[src/rtl/spi_word_receiver.sv]
// SPI mode-0 target: one full-duplex word per cs-low frame, p_nbits wide.
// Latency: push_en/frame_err appear 3 clk after cs pin rises; pull_en 3 clk after cs pin falls.
// Backpressure: none, so every push_en strobe must be taken by the consumer.
//
// Ports:
//   clk, rst          system clock, synchronous active-low reset
//   cs, sclk, mosi    SPI pins from the host, asynchronous to clk
//   miso              SPI data to the host, 0 outside a frame
//   push_msg/push_en  last complete received word, with a one-cycle valid strobe
//   pull_msg/pull_en  word for the next frame, sampled on the pull_en cycle
//   frame_err         one-cycle strobe when a frame ends with the wrong bit count
module spi_word_receiver #(
   parameter int p_nbits = 32
) (
   input  logic               clk,
   input  logic               rst,
   input  logic               cs,
   input  logic               sclk,
   input  logic               mosi,
   output logic               miso,
   output logic [p_nbits-1:0] push_msg,
   output logic               push_en,
   input  logic [p_nbits-1:0] pull_msg,
   output logic               pull_en,
   output logic               frame_err
);

   localparam int CW = $clog2(p_nbits + 2);
   localparam logic [CW-1:0] NBITS     = CW'(p_nbits);
   localparam logic [CW-1:0] NBITS_SAT = CW'(p_nbits + 1);

   localparam logic [1:0] LOCKOUT = 2'd0;
   localparam logic [1:0] IDLE    = 2'd1;
   localparam logic [1:0] ACTIVE  = 2'd2;

   logic [1:0]         state;
   logic               cs_s1, cs_s2, cs_h;
   logic               sclk_s1, sclk_s2, sclk_h;
   logic               mosi_s1, mosi_s2;
   logic [1:0]         fill;
   logic [p_nbits-1:0] rx;
   logic [p_nbits-1:0] tx;
   logic [CW-1:0]      cnt;

   logic cs_fall, cs_rise, sclk_rise, sclk_fall;

   assign cs_fall   =  cs_h   & ~cs_s2;
   assign cs_rise   = ~cs_h   &  cs_s2;
   assign sclk_rise = ~sclk_h &  sclk_s2;
   assign sclk_fall =  sclk_h & ~sclk_s2;

   always_ff @(posedge clk) begin
      if (!rst) begin
         state     <= LOCKOUT;
         cs_s1     <= 1'b1;
         cs_s2     <= 1'b1;
         cs_h      <= 1'b1;
         sclk_s1   <= 1'b0;
         sclk_s2   <= 1'b0;
         sclk_h    <= 1'b0;
         mosi_s1   <= 1'b0;
         mosi_s2   <= 1'b0;
         fill      <= 2'b00;
         rx        <= '0;
         tx        <= '0;
         cnt       <= '0;
         miso      <= 1'b0;
         push_msg  <= '0;
         push_en   <= 1'b0;
         pull_en   <= 1'b0;
         frame_err <= 1'b0;
      end else begin
         cs_s1   <= cs;
         cs_s2   <= cs_s1;
         cs_h    <= cs_s2;
         sclk_s1 <= sclk;
         sclk_s2 <= sclk_s1;
         sclk_h  <= sclk_s2;
         mosi_s1 <= mosi;
         mosi_s2 <= mosi_s1;
         // The cs synchronizer holds its reset value (high) for two cycles after
         // release; fill marks when cs_s2 reflects the real pin, so a frame that
         // is already under way at release cannot be mistaken for an idle bus.
         fill    <= {fill[0], 1'b1};

         push_en   <= 1'b0;
         pull_en   <= 1'b0;
         frame_err <= 1'b0;

         case (state)
            LOCKOUT: begin
               miso <= 1'b0;
               if (fill[1] && cs_s2) begin
                  state <= IDLE;
               end
            end
            IDLE: begin
               miso <= 1'b0;
               if (cs_fall) begin
                  state   <= ACTIVE;
                  tx      <= pull_msg;
                  pull_en <= 1'b1;
                  cnt     <= '0;
                  miso    <= pull_msg[p_nbits-1];
               end
            end
            ACTIVE: begin
               // cs edge wins over an sclk edge seen in the same cycle.
               if (cs_rise) begin
                  state <= IDLE;
                  miso  <= 1'b0;
                  if (cnt == NBITS) begin
                     push_msg <= rx;
                     push_en  <= 1'b1;
                  end else begin
                     frame_err <= 1'b1;
                  end
               end else if (sclk_rise) begin
                  rx <= {rx[p_nbits-2:0], mosi_s2};
                  if (cnt != NBITS_SAT) begin
                     cnt <= cnt + 1'b1;
                  end
               end else if (sclk_fall) begin
                  tx   <= {tx[p_nbits-2:0], 1'b0};
                  miso <= tx[p_nbits-2];
               end
            end
            default: begin
               state <= LOCKOUT;
               miso  <= 1'b0;
            end
         endcase
      end
   end

endmodule

[config.mk]
export PLATFORM = sky130hd
export DESIGN_NAME = spi_word_receiver
export DESIGN_NICKNAME = d
export VERILOG_FILES = /design/src/rtl/spi_word_receiver.sv
export SDC_FILE = /design/constraint.sdc
export NUM_CORES = 1
export LEC_CHECK = 0
export BUFFER_PORTS_ARGS = -buffer_cell sky130_fd_sc_hd__buf_2
export CAP_MARGIN = 20
export CELL_PAD_IN_SITES_DETAIL_PLACEMENT = 1
export CELL_PAD_IN_SITES_GLOBAL_PLACEMENT = 1
export CORE_ASPECT_RATIO = 1.1
export CORE_MARGIN = 3
export CORE_UTILIZATION = 45
export CTS_CLUSTER_SIZE = 30
export DETAILED_ROUTE_END_ITERATION = 7
export GPL_TIMING_DRIVEN = 1
export PLACE_DENSITY = 0.81
export SYNTH_ARGS = -nofsm -noshare
export SYNTH_HDL_FRONTEND = slang
export SYNTH_SLANG_ARGS = --single-unit
export TNS_END_PERCENT = 100
[constraint.sdc]
create_clock -name clk -period 3 [get_ports clk]
set_clock_uncertainty 0.1 [all_clocks]
set_input_delay 0 -clock clk [delete_from_list [all_inputs] [get_ports clk]]
set_output_delay 0 -clock clk [all_outputs]
set_load 0.01 [all_outputs]
==> impl_metrics.env <==
export IMPL_worstPathCellList="inv_1, ha_2, buf_4, nand2_1, buf_4, a21oi_1, a211oi_1"
export IMPL_clockBufferDepth=2
export IMPL_crit_fanout=31
export IMPL_fmax_mhz=469
export IMPL_grt_pass1_vias=4509
export IMPL_cp_depth=7
export IMPL_cpMostUsedCell="buf_4"
export IMPL_dp_hpwl_mm=7.28
export IMPL_fin_crit_sh_pct=71.0
export IMPL_drv_slew=0
export IMPL_reg2reg_to="tx[19]"
export IMPL_port_buffers=72
export IMPL_cp_end_kind="flop"
export IMPL_die_area_mm2=0.0118
export IMPL_synth_top_area_share_pct=49.4
export IMPL_fillers=1210
export IMPL_start_util_pct=47.0
export IMPL_avgViaCountPerCell=5.36
export IMPL_die_h_um=114
export IMPL_rsz0062_at_grt="false"
export IMPL_finalSetupTns_ns=0
export IMPL_gp_congestion=0.833
export IMPL_async_flop_share_pct=0
export IMPL_grt_remaining_overflow=0
export IMPL_tightestPinTransition_ns=0.702
export IMPL_nNetsFinal=679
export IMPL_drv_cap=0
export IMPL_track_usage_pct=22.6
export IMPL_crit_start="state[0]"
export IMPL_min_from="pull_msg[0]"
export IMPL_synth_ff_type="dfxtp_1"
export IMPL_wl_met2_mm=6.73
export IMPL_criticalPathCategory="flop to flop"
export IMPL_top_layer="met4"
export IMPL_max_stage_delay_ns=0.41
export IMPL_synth_edf_count=0
export IMPL_dieWidth_um=104
export IMPL_worst_path_max_delay_cell="dfxtp_1"
export IMPL_fin_crit_ns=2.13
export IMPL_path_buf_inv=3
export IMPL_r2r_setup_slack_ns=0.87
export IMPL_drive_above_1_share_pct=21.2
export IMPL_ir_drop_v=0.000342
export IMPL_wl_per_cell_um=16.2
export IMPL_leakagePower_nw=2.23
export IMPL_p_total_w=0.00422
export IMPL_cts_resized=0
export IMPL_ys_ff_latch=117
export IMPL_syn_avg_cell_area_um2=8.88
export IMPL_final_hold_violation_count=0
export IMPL_rows=38
export IMPL_outcome="finished clean"
export IMPL_synth_seq_area_share_pct=49.4
export IMPL_antenna_found_initial=0
export IMPL_setup_viol=0
export IMPL_synth_nets=579
export IMPL_worstPathArrival_ns=2.45
export IMPL_route_vias_total=4206
export IMPL_critPathCapture="tx[19]"
export IMPL_yosys_top_cells_area="dfxtp_1 (49%), nand2_1 (11%), a21oi_1 (9.3%), mux2i_1 (6.3%), a211oi_1 (4.9%)"
export IMPL_synth_cell_area_mm2=0.00474
export IMPL_clock_latency_ns=0.52
export IMPL_wl_met3_um=440
export IMPL_synthCells=534
export IMPL_first_iter_violations=122
export IMPL_drtAntennaViolNets=0
export IMPL_r2r_start="state[0]"
export IMPL_ys_types=46
export IMPL_synth_top_cell_by_area="dfxtp_1"
export IMPL_cts_clk_slew_worst_paths_ns=0.05
export IMPL_antenna_cells=0
export IMPL_fp_coreArea_mm2=0.0101
export IMPL_wl_mm=12.7
export IMPL_numClockSinks=117
export IMPL_worstPathRequired_ns=3.32
export IMPL_firstDrtPassIters=4
export IMPL_ff2ff_path_depth=7
export IMPL_p_per_area_mw_per_mm2=691
export IMPL_ctsHtreeMaxLevel=4
export IMPL_synth_yosys_warnings=0
export IMPL_slew_headroom_pct=52.6
export IMPL_worstSetupStartpointType="flop"
export IMPL_met1_length_mm=5.17
export IMPL_cts_made_buffers=17
export IMPL_drc=0
export IMPL_cts_tree="yes"
export IMPL_root_buffer="clkbuf_8"
export IMPL_grt_pass1_wl_mm=21.6
export IMPL_path_delay_family="buffers and inverters"
export IMPL_ioPinCount=73
export IMPL_grt_max_degree=48
export IMPL_worstHoldPathType="input pin to flop"
export IMPL_synthToLayoutAreaGrowth_pct=28.7
## synthesized netlist by cell type (3+ instances only)
cell type	count
a211oi_1	31
a21bo_2	3
a21oi_1	88
a21oi_2	16
and2_1	6
buf_1	3
buf_2	11
buf_8	3
clkbuf_1	21
dfxtp_1	117
ha_1	8
inv_1	4
mux2i_1	30
nand2_1	135
nand2b_1	6
nand3_1	11
nand3b_1	3
nand4_1	3
nor2_1	3
## worst min path at each step
stage | end | slack, ns | cells past startpoint
finish | tx[0] | 0.20 | 4
global route | tx[0] | 0.22 | 4
CTS | tx[0] | 0.17 | 4
floorplan | fill[0] | -0.07 | 0
global placement | cs_s1 | 0.09 | 2
detailed placement | cs_s1 | 0.1 | 2
## timing repair
item | in CTS | in global routing
setup buffers | 0 | 0
hold buffers | 39 | 0
hold endpoints to repair | 46 | 0
## layout make-up
class	instances	area (um2)	area share, %
inverters	5	20.0	0.328
clock inverters	4	70.1	1.15
flip-flops and latches	117	2340	38.4
repair buffers	122	833	13.7
multi-input cells	371	2170	35.6
clock buffers	26	488	8.00
well taps	140	175	2.87
## routing by layer
layer	up-vias	global-route usage, %
li1	2048	-
met1	2024	24.2
met2	92	41.8
met3	42	5.89
met4	0	10.5
met5	-	0
## layout by cell type, fill, tap and decap left out, types with 4 or more instances in the layout
| master | netlist | final |
|---|---|---|
| a211oi_1 | 31 | 31 |
| a21oi_1 | 88 | 87 |
| a21oi_2 | 16 | 17 |
| and2_1 | 6 | 6 |
| buf_2 | 11 | 72 |
| buf_4 | 2 | 11 |
| clkbuf_1 | 21 | 5 |
| clkbuf_16 | 0 | 16 |
| clkbuf_8 | 0 | 5 |
| dfxtp_1 | 117 | 117 |
| dlygate4sd3_1 | 0 | 39 |
| ha_1 | 8 | 7 |
| inv_1 | 4 | 4 |
| mux2i_1 | 30 | 30 |
| nand2_1 | 135 | 135 |
| nand2b_1 | 6 | 6 |
| nand3_1 | 11 | 11 |
## through the flow
stage / area (um2) / instances / hold slack [ns] / util [%] / worst slack [ns]
global placement: 5150 / 716 / 0.0873 / 51.1 / 1.03
CTS: 6100 / 785 / 0.174 / 60.5 / 0.895
detailed placement: 5150 / 716 / 0.0972 / 51.1 / 0.956
finish: 6100 / 785 / 0.199 / 60.5 / 0.869
global route: 6100 / 785 / 0.215 / 60.5 / 0.729
floorplan: 4740 / 534 / -0.0723 / - / 1.26
## registers in the layout (all words and copies together) (netlist names), 2 cells and up
name and count:
cnt 6, rx 32, push_msg 32, state 2, tx 31, fill 2
## logic make-up (layout without fill, tap and decap cells)
family | count (synthesis) | in the layout | synth area share [%]
compound gates | 151 | 151 | 19.9
fa+ha+maj | 8 | 8 | 2.11
buf+inv | 46 | 157 | 4.96
flops | 117 | 117 | 49.4
mux | 30 | 30 | 6.34
simple gates | 182 | 182 | 17.3
## report_power, final
group	internal [W]	switching [W]
combinational	0.000244	0.000334
clock	0.00126	0.000660
sequential	0.00166	0.0000660
total	0.00316	0.00106
## worst reg2reg max path: stages, from the launching register on
cell and delay (ns):
dfxtp_1 0.41, inv_1 0.10, ha_2 0.26, buf_4 0.29, nand2_1 0.13, buf_4 0.32, a21oi_1 0.15, a211oi_1 0.28
(Power assumes the default switching activity.)
